--- src/rtl/dcr_master.sv ---
// dcr_master: single-outstanding DCR bus initiator fed by a valid/ready command stream.
// Optional timeout/error path is compiled in when DCR_MASTER_TIMEOUT_EN is defined.

module dcr_master #(
    parameter int C_TIMEOUT   = 255,
    parameter int C_TIMEOUT_W = 16
) (
    input  logic        sys_clk,
    input  logic        sys_rst,

    input  logic        cmd_valid,
    output logic        cmd_ready,
    input  logic        cmd_write,
    input  logic [9:0]  cmd_addr,
    input  logic [31:0] cmd_wdata,

    output logic        rsp_valid,
    output logic [31:0] rsp_rdata,
    output logic        rsp_err,
    output logic        busy,

    output logic        DCR_Read,
    output logic        DCR_Write,
    output logic [0:9]  DCR_ABus,
    output logic [0:31] DCR_Sl_DBus,
    input  logic [0:31] Sl_dcrDBus,
    input  logic        Sl_dcrAck
);

    localparam logic [1:0] ST_IDLE    = 2'd0;
    localparam logic [1:0] ST_XFER    = 2'd1;
    localparam logic [1:0] ST_RELEASE = 2'd2;

    logic [1:0]  state_q, state_d;
    logic        rd_q, rd_d;
    logic        wr_q, wr_d;
    logic [9:0]  abus_q, abus_d;
    logic [31:0] dbus_q, dbus_d;
    logic        rsp_valid_q, rsp_valid_d;
    logic [31:0] rsp_rdata_q, rsp_rdata_d;
    logic        busy_q, busy_d;
    logic        cmd_accept;

`ifdef DCR_MASTER_TIMEOUT_EN
    localparam logic [C_TIMEOUT_W-1:0] TIMEOUT_LAST = C_TIMEOUT_W'(C_TIMEOUT);

    logic [C_TIMEOUT_W-1:0] cnt_q, cnt_d;
    logic                   rsp_err_q, rsp_err_d;
    logic                   timeout_hit;

    // Counter value equals the number of completed XFER cycles without an ack.
    assign timeout_hit = (cnt_q == TIMEOUT_LAST);
`else
    logic [C_TIMEOUT_W-1:0] unused_timeout_cfg;

    assign unused_timeout_cfg = C_TIMEOUT_W'(C_TIMEOUT);
`endif

    assign cmd_ready  = (state_q == ST_IDLE) & ~sys_rst;
    assign cmd_accept = cmd_valid & cmd_ready;

    // NOTE: every signal written here gets its hold/default value first, so no latch is inferred.
    always_comb begin
        state_d     = state_q;
        rd_d        = rd_q;
        wr_d        = wr_q;
        abus_d      = abus_q;
        dbus_d      = dbus_q;
        rsp_valid_d = 1'b0;
        rsp_rdata_d = rsp_rdata_q;
`ifdef DCR_MASTER_TIMEOUT_EN
        cnt_d       = cnt_q;
        rsp_err_d   = rsp_err_q;
`endif

        case (state_q)
            ST_IDLE: begin
                if (cmd_accept) begin
                    abus_d  = cmd_addr;
                    dbus_d  = cmd_wdata;
                    wr_d    = cmd_write;
                    rd_d    = ~cmd_write;
                    state_d = ST_XFER;
`ifdef DCR_MASTER_TIMEOUT_EN
                    cnt_d   = '0;
`endif
                end
            end

            ST_XFER: begin
                // An ack in the same cycle as the timeout limit takes priority.
                if (Sl_dcrAck) begin
                    rd_d        = 1'b0;
                    wr_d        = 1'b0;
                    rsp_valid_d = 1'b1;
                    rsp_rdata_d = rd_q ? Sl_dcrDBus : '0;
                    state_d     = ST_RELEASE;
`ifdef DCR_MASTER_TIMEOUT_EN
                    rsp_err_d   = 1'b0;
`endif
                end
`ifdef DCR_MASTER_TIMEOUT_EN
                else if (timeout_hit) begin
                    rd_d        = 1'b0;
                    wr_d        = 1'b0;
                    rsp_valid_d = 1'b1;
                    rsp_rdata_d = '0;
                    rsp_err_d   = 1'b1;
                    state_d     = ST_RELEASE;
                end else begin
                    cnt_d = cnt_q + C_TIMEOUT_W'(1);
                end
`endif
            end

            ST_RELEASE: begin
                // Hold off the next strobe until the slave has released its ack.
                if (!Sl_dcrAck) begin
                    state_d = ST_IDLE;
                end
            end

            default: begin
                state_d = ST_IDLE;
            end
        endcase

        busy_d = (state_d != ST_IDLE);
    end

    // NOTE: sequential state uses non-blocking assignments only; reset here is synchronous.
    always_ff @(posedge sys_clk) begin
        if (sys_rst) begin
            state_q     <= ST_IDLE;
            rd_q        <= 1'b0;
            wr_q        <= 1'b0;
            abus_q      <= '0;
            dbus_q      <= '0;
            rsp_valid_q <= 1'b0;
            rsp_rdata_q <= '0;
            busy_q      <= 1'b0;
        end else begin
            state_q     <= state_d;
            rd_q        <= rd_d;
            wr_q        <= wr_d;
            abus_q      <= abus_d;
            dbus_q      <= dbus_d;
            rsp_valid_q <= rsp_valid_d;
            rsp_rdata_q <= rsp_rdata_d;
            busy_q      <= busy_d;
        end
    end

`ifdef DCR_MASTER_TIMEOUT_EN
    always_ff @(posedge sys_clk) begin
        if (sys_rst) begin
            cnt_q     <= '0;
            rsp_err_q <= 1'b0;
        end else begin
            cnt_q     <= cnt_d;
            rsp_err_q <= rsp_err_d;
        end
    end

    assign rsp_err = rsp_err_q;
`else
    assign rsp_err = 1'b0;
`endif

    // cmd_addr[9] / cmd_wdata[31] land on DCR bit 0 through the MSB-first port ranges.
    assign DCR_Read    = rd_q;
    assign DCR_Write   = wr_q;
    assign DCR_ABus    = abus_q;
    assign DCR_Sl_DBus = dbus_q;
    assign rsp_valid   = rsp_valid_q;
    assign rsp_rdata   = rsp_rdata_q;
    assign busy        = busy_q;

endmodule

--- config.mk ---
export PLATFORM = sky130hd
export DESIGN_NAME = dcr_master
export DESIGN_NICKNAME = d
export VERILOG_FILES = /design/src/rtl/dcr_master.sv
export SDC_FILE = /design/constraint.sdc
export NUM_CORES = 1
export LEC_CHECK = 0
export CORE_UTILIZATION = 34
export DETAILED_ROUTE_END_ITERATION = 8
export PLACE_DENSITY = 0.86
export SLEW_MARGIN = 25
export SYNTH_ARGS = -nofsm -noshare
export SYNTH_HDL_FRONTEND = slang
export SYNTH_SLANG_ARGS = --single-unit
--- constraint.sdc ---
create_clock -name sys_clk -period 1.3 [get_ports sys_clk]
set_input_delay 0.26 -clock sys_clk [delete_from_list [all_inputs] [get_ports sys_clk]]
set_output_delay 0.26 -clock sys_clk [all_outputs]
set_load 0.02 [all_outputs]
; After elaboration in Yosys (flattened, before gate mapping)
; Cells that the tools add are included.
[word_totals]
reg_bits = 80
input_bits = 79
output_inout_bits = 80
word_cells = 35
[classes]
eq_ne = 4
muxes = 11
n_bitwise = 5
n_reduce_logical = 7
[op_table]
columns = op, count
row1 = two-way mux 32 bit, 1
row2 = two-way mux 2 bit, 3
row3 = case mux 2 bit (3 select lines), 1
row4 = two-way mux 1 bit, 4
row5 = "inequality test 2 bit, second input constant", 2
row6 = case mux 1 bit (2 select lines), 2
row7 = AND reduction 2 bit, 2
row8 = nonzero test 2 bit, 2
row9 = NOT 1 bit, 3
row10 = AND reduction 3 bit, 1
row11 = bitwise AND 1 bit, 2
row12 = "equality test 2 x 1 -> 1 bit, second input constant", 1
row13 = "equality test 2 bit, second input constant", 1
row14 = logical NOT 2 bit, 1
row15 = OR reduction 2 bit, 1

; Longest topological paths before layout
[logic_depth]
ltp_word = 6
depth_mapped = 6
ltp_nobuf = 3

; Worst setup path after synthesis
; No wires, ideal clock.
[synth_timing]
kind = register -> register
start = register state_q[0]
end = register rd_q, in the netlist DCR_Read
setup_ns = 0.117
arrival_time_ns = 1.219
setup_slack_ns = -0.035
stages_incl_launch_ff = 6
n_path_buf = 2
synth_period_minus_slack_ns = 1.335
cell_sequence = dfxtp_1 buf_4 nor4b_4 buf_6 nor2_1 a22o_1
[synth_between]
elab_chain_cells = 5
[synth_lines]
columns = element, line_no
row1 = start: declaration, 34  ; logic [1:0] state_q, state_d;
row2 = start signal: assignment, 143  ; state_q <= state_d;
row3 = logical NOT 2 bit, "59, 76"
row4 = bitwise AND 1 bit, 59  ; assign cmd_ready = (state_q == ST_IDLE) & ~sys_rst;
row5 = bitwise AND 1 bit, 60  ; assign cmd_accept = cmd_valid & cmd_ready;
row6 = inequality test 2 bit (no line), --
row7 = AND reduction 3 bit (no line), --
row8 = end signal: assignment, 144  ; rd_q <= rd_d;
row9 = end: declaration, 35  ; logic rd_q, rd_d;
; Parallel ways exist; a longest one is shown, timed or not.
; A chain may end at the register's enable or synchronous reset.

; Worst setup path in the final report
[layout_timing]
start = register state_q[1]
end = output cmd_ready
[layout_between]
elab_chain_cells = 2
[layout_lines]
columns = element, line_no
row1 = logical NOT 2 bit, 59
row2 = bitwise AND 1 bit, 59
row3 = end: declaration, 12  ; output logic cmd_ready,
; Every way passes these cells.

==> flow_summary.json <==
{
  "vdd.ir_drop.worst_mv": 0.763,
  "track_usage": 0.230,
  "fraction_of_layout_instances_using_a_drive_strength_above_1": 0.378,
  "netlist_top_cells_area": "sky130_fd_sc_hd__dfxtp_1 (59%), sky130_fd_sc_hd__nand2_1 (12%), sky130_fd_sc_hd__a22o_1 (11%)",
  "fraction_of_the_mapped_netlist_area_in_compound_gates": 0.195,
  "post_drt_via_cell_ratio": 4.84,
  "via_count_of_the_first_global_routing_pass": 3026,
  "grt_antenna_before_repair": 0,
  "ys_ff_latch": 80,
  "grt_pass1_wl_um": 14700,
  "post_synth_inst_count": 281,
  "fin_ws_ns": -0.136,
  "drtPass1Iterations": 6,
  "detail_route.drc_violations": 0,
  "clk_skew_ns": 0.00845,
  "die-width_um": 91.0,
  "ctsHoldBuffers": 0,
  "drt.antenna.violating_nets": 0,
  "grt_start_max_net_pins": 23,
  "timing_hold_violations_final": 0,
  "synth_simple_gate_area_frac": 0.147,
  "synth_area_mm2": 0.00269,
  "failing_checks": "negative setup slack",
  "clkLatencyLatePin_ns": 0.34,
  "final_period_minus_worst_setup_slack_ns": 1.44,
  "slowest_delay_ns": 0.33,
  "finalHoldWorstSlack_ns": 0.448,
  "dr.first_iter.drc_count": 54,
  "area_growth_syn_to_layout_pct": 94.1,
  "crit_path_max_fanout": 2,
  "hold_class": "reg -> reg",
  "combinational_family_with_the_most_area_after_synthesis": "compound AO/OA/AOI/OAI gates",
  "floorplan.core_area_mm2": 0.00769,
  "cts_tree": "done",
  "tns_ns": -5.18,
  "worst_path_max_delay_cell": "sky130_fd_sc_hd__dfxtp_2",
  "clock.fmax_mhz": 696,
  "cts_buffer_depth": 2,
  "globalRouteOverflowTotal": 0,
  "power_density_mw_per_mm2": 1030,
  "status": "finished with violations",
  "synthesized_area_fraction_occupied_by_xor_and_xnor_cells": 0.00325,
  "vias": 2830,
  "wl_per_cell_um": 16.1,
  "postSynth.topFlopCell": "sky130_fd_sc_hd__dfxtp_1",
  "initial_core_util": 0.350,
  "postSynthAreaPerCell_um2": 9.59,
  "worst-setup-path-type": "reg -> out",
  "top_level_ports": 159,
  "grt_setup_unrepaired": "true",
  "ys_seq_area_frac": 0.595,
  "post_synthesis_mux_area_share": 0.00372,
  "finalMaxSlewViolations": 0,
  "ys_top_cells_by_count": "sky130_fd_sc_hd__nand2_1 (85), sky130_fd_sc_hd__dfxtp_1 (80), sky130_fd_sc_hd__o21ai_0 (42)",
  "clkTransAtPathRegs_ns": 0.08,
  "timing.critical_path.to_type": "primary output",
  "worst-endpoint-arrival_ns": 1.18,
  "final_min_period_over_clock_period": 1.10,
  "placement_rows": 32,
  "worstSetupStartpointType": "flip-flop",
  "cts-root-buf": "sky130_fd_sc_hd__clkbuf_8",
  "synthesis.yosys.warnings": 0,
  "htree_num_levels": 3,
  "drv_cap": 0,
  "worstPathRequired_ns": 1.04,
  "finalSetupViolations": 71,
  "gp_congestion": 0.732,
  "critical_path.cell_chain": "or2_4 -> nor2_1 -> buf_4",
  "post_synth_fa_ha_maj_area_fraction": 0,
  "numClockSinks": 80,
  "final_net_count": 556,
  "top_area_cell_type_share_of_the_netlist_area": 0.595,
  "cell_taking_the_most_area_after_synthesis": "sky130_fd_sc_hd__dfxtp_1",
  "yosysMostFrequentCell": "sky130_fd_sc_hd__nand2_1",
  "synthesis.nets": 360,
  "async_flop_share": 0,
  "place.detailed.hpwl_um": 5480,
  "numCtsBuffers": 9,
  "yosys.cell_types.count": 22,
  "cellLeakagePower_nw": 2.28,
  "die_h_um": 91.0,
  "dp_slack_ns": -0.605,
  "floorplan.die_area_mm2": 0.00828,
  "routed_wl_um": 9410,
  "port-buffer-count": 157,
  "synth_edf_count": 0
}
-- kinds of logic (layout without fill, tap and decap cells) --
family / Yosys count / count (layout)
buffers and inverters: 25 / 226
AND/OR/NAND/NOR: 95 / 95
flip-flops: 80 / 80
other: 1 / 2
multiplexers: 1 / 1
AO/OA/AOI/OAI: 78 / 78
XOR/XNOR: 1 / 1
-- cells in the final DEF, fill, tap and decap left out --
cell / count
sky130_fd_sc_hd__clkinv_2: 2
sky130_fd_sc_hd__nand2_1: 51
sky130_fd_sc_hd__buf_6: 25
sky130_fd_sc_hd__diode_2: 1
sky130_fd_sc_hd__dlygate4sd2_1: 2
sky130_fd_sc_hd__buf_12: 12
sky130_fd_sc_hd__nor2_2: 1
sky130_fd_sc_hd__o21ai_2: 29
sky130_fd_sc_hd__clkbuf_1: 2
sky130_fd_sc_hd__clkbuf_2: 44
sky130_fd_sc_hd__nor2_1: 4
sky130_fd_sc_hd__o21bai_1: 1
sky130_fd_sc_hd__xnor2_2: 1
sky130_fd_sc_hd__nor3_2: 1
sky130_fd_sc_hd__o21a_4: 1
sky130_fd_sc_hd__inv_1: 2
sky130_fd_sc_hd__nand2_2: 19
sky130_fd_sc_hd__nor4b_4: 1
sky130_fd_sc_hd__a32o_1: 1
sky130_fd_sc_hd__clkdlybuf4s15_1: 33
sky130_fd_sc_hd__mux2i_1: 1
sky130_fd_sc_hd__buf_16: 5
sky130_fd_sc_hd__nor3_4: 1
sky130_fd_sc_hd__clkinv_4: 1
sky130_fd_sc_hd__inv_2: 1
sky130_fd_sc_hd__or2_4: 1
sky130_fd_sc_hd__o21ai_1: 13
sky130_fd_sc_hd__conb_1: 1
sky130_fd_sc_hd__clkbuf_8: 9
sky130_fd_sc_hd__clkdlybuf4s50_1: 77
sky130_fd_sc_hd__buf_8: 2
sky130_fd_sc_hd__a22o_1: 33
sky130_fd_sc_hd__nor2b_1: 1
sky130_fd_sc_hd__nand2_4: 15
sky130_fd_sc_hd__buf_4: 7
sky130_fd_sc_hd__dfxtp_1: 78
sky130_fd_sc_hd__dfxtp_2: 2
sky130_fd_sc_hd__clkinvlp_4: 2
-- worst max-delay path: cells and delay by family (launching register included) --
kind,cells,cell delay (ns)
buf+inv,1,0.15
flops,1,0.33
simple gates,2,0.36
-- path summary, 6_finish.rpt --
path                            slack, ns            start  cells after the start               to
worst max-delay path                -0.14       state_q[1]                      3        cmd_ready
worst min-delay path                 0.45  DCR_Sl_DBus[17]                      2  DCR_Sl_DBus[17]
worst max register to register      -0.13       state_q[0]                      8  DCR_Sl_DBus[30]
worst min register to register       0.45  DCR_Sl_DBus[17]                      2  DCR_Sl_DBus[17]
-- layout make-up --
| class | count | area, µm² |
|---|---|---|
| fill | 622 | 2460 |
| timing repair buffer | 207 | 2080 |
| sequential | 80 | 1600 |
| multi-input combinational | 176 | 1240 |
| clock buffer | 11 | 131 |
| tap | 102 | 128 |
| clock inverter | 5 | 33.8 |
| inverter | 3 | 11.3 |
| antenna | 1 | 2.50 |
-- where the power goes --
part / internal [mW] / switching (mW) / total [mW]
Clock: 0.691 / 0.863 / 1.55
Sequential: 2.57 / 0.0631 / 2.63
Combinational: 0.637 / 0.548 / 1.18
Total: 3.90 / 1.47 / 5.37
-- registers in the layout, summed over array words and instances (netlist names) --
register,count
DCR_Sl_DBus,32
rsp_rdata,32
DCR_Read,1
rsp_valid,1
busy,1
DCR_Write,1
state_q,2
DCR_ABus,10
-- through the flow --
step	utilization	area [µm²]	std cells	power, mW
final	0.680	5230	585	5.37
after global routing	0.680	5230	584	5.62
after CTS	0.701	5390	593	5.45
after detailed placement	0.577	4440	537	3.58
after global placement	0.577	4440	537	3.56
after floorplan	-	2700	281	3.03
-- metal layers --
| metal | track usage | wire [µm] | vias to the layer above |
|---|---|---|---|
| li1 | - | - | 1343 |
| met1 | 0.236 | 3400 | 1356 |
| met2 | 0.438 | 5290 | 119 |
| met3 | 0.0737 | 581 | 12 |
| met4 | 0.0701 | 128 | 0 |
| met5 | 0 | 0 | - |
-- timing repair --
action	4_1_cts	5_1_grt
gates resized for setup	230	156
hold endpoints to repair	0	0
endpoints found under the setup margin	145	154
setup buffers	23	4
gates cloned	18	1
pin swaps	55	32
(Power assumes the default switching activity.)
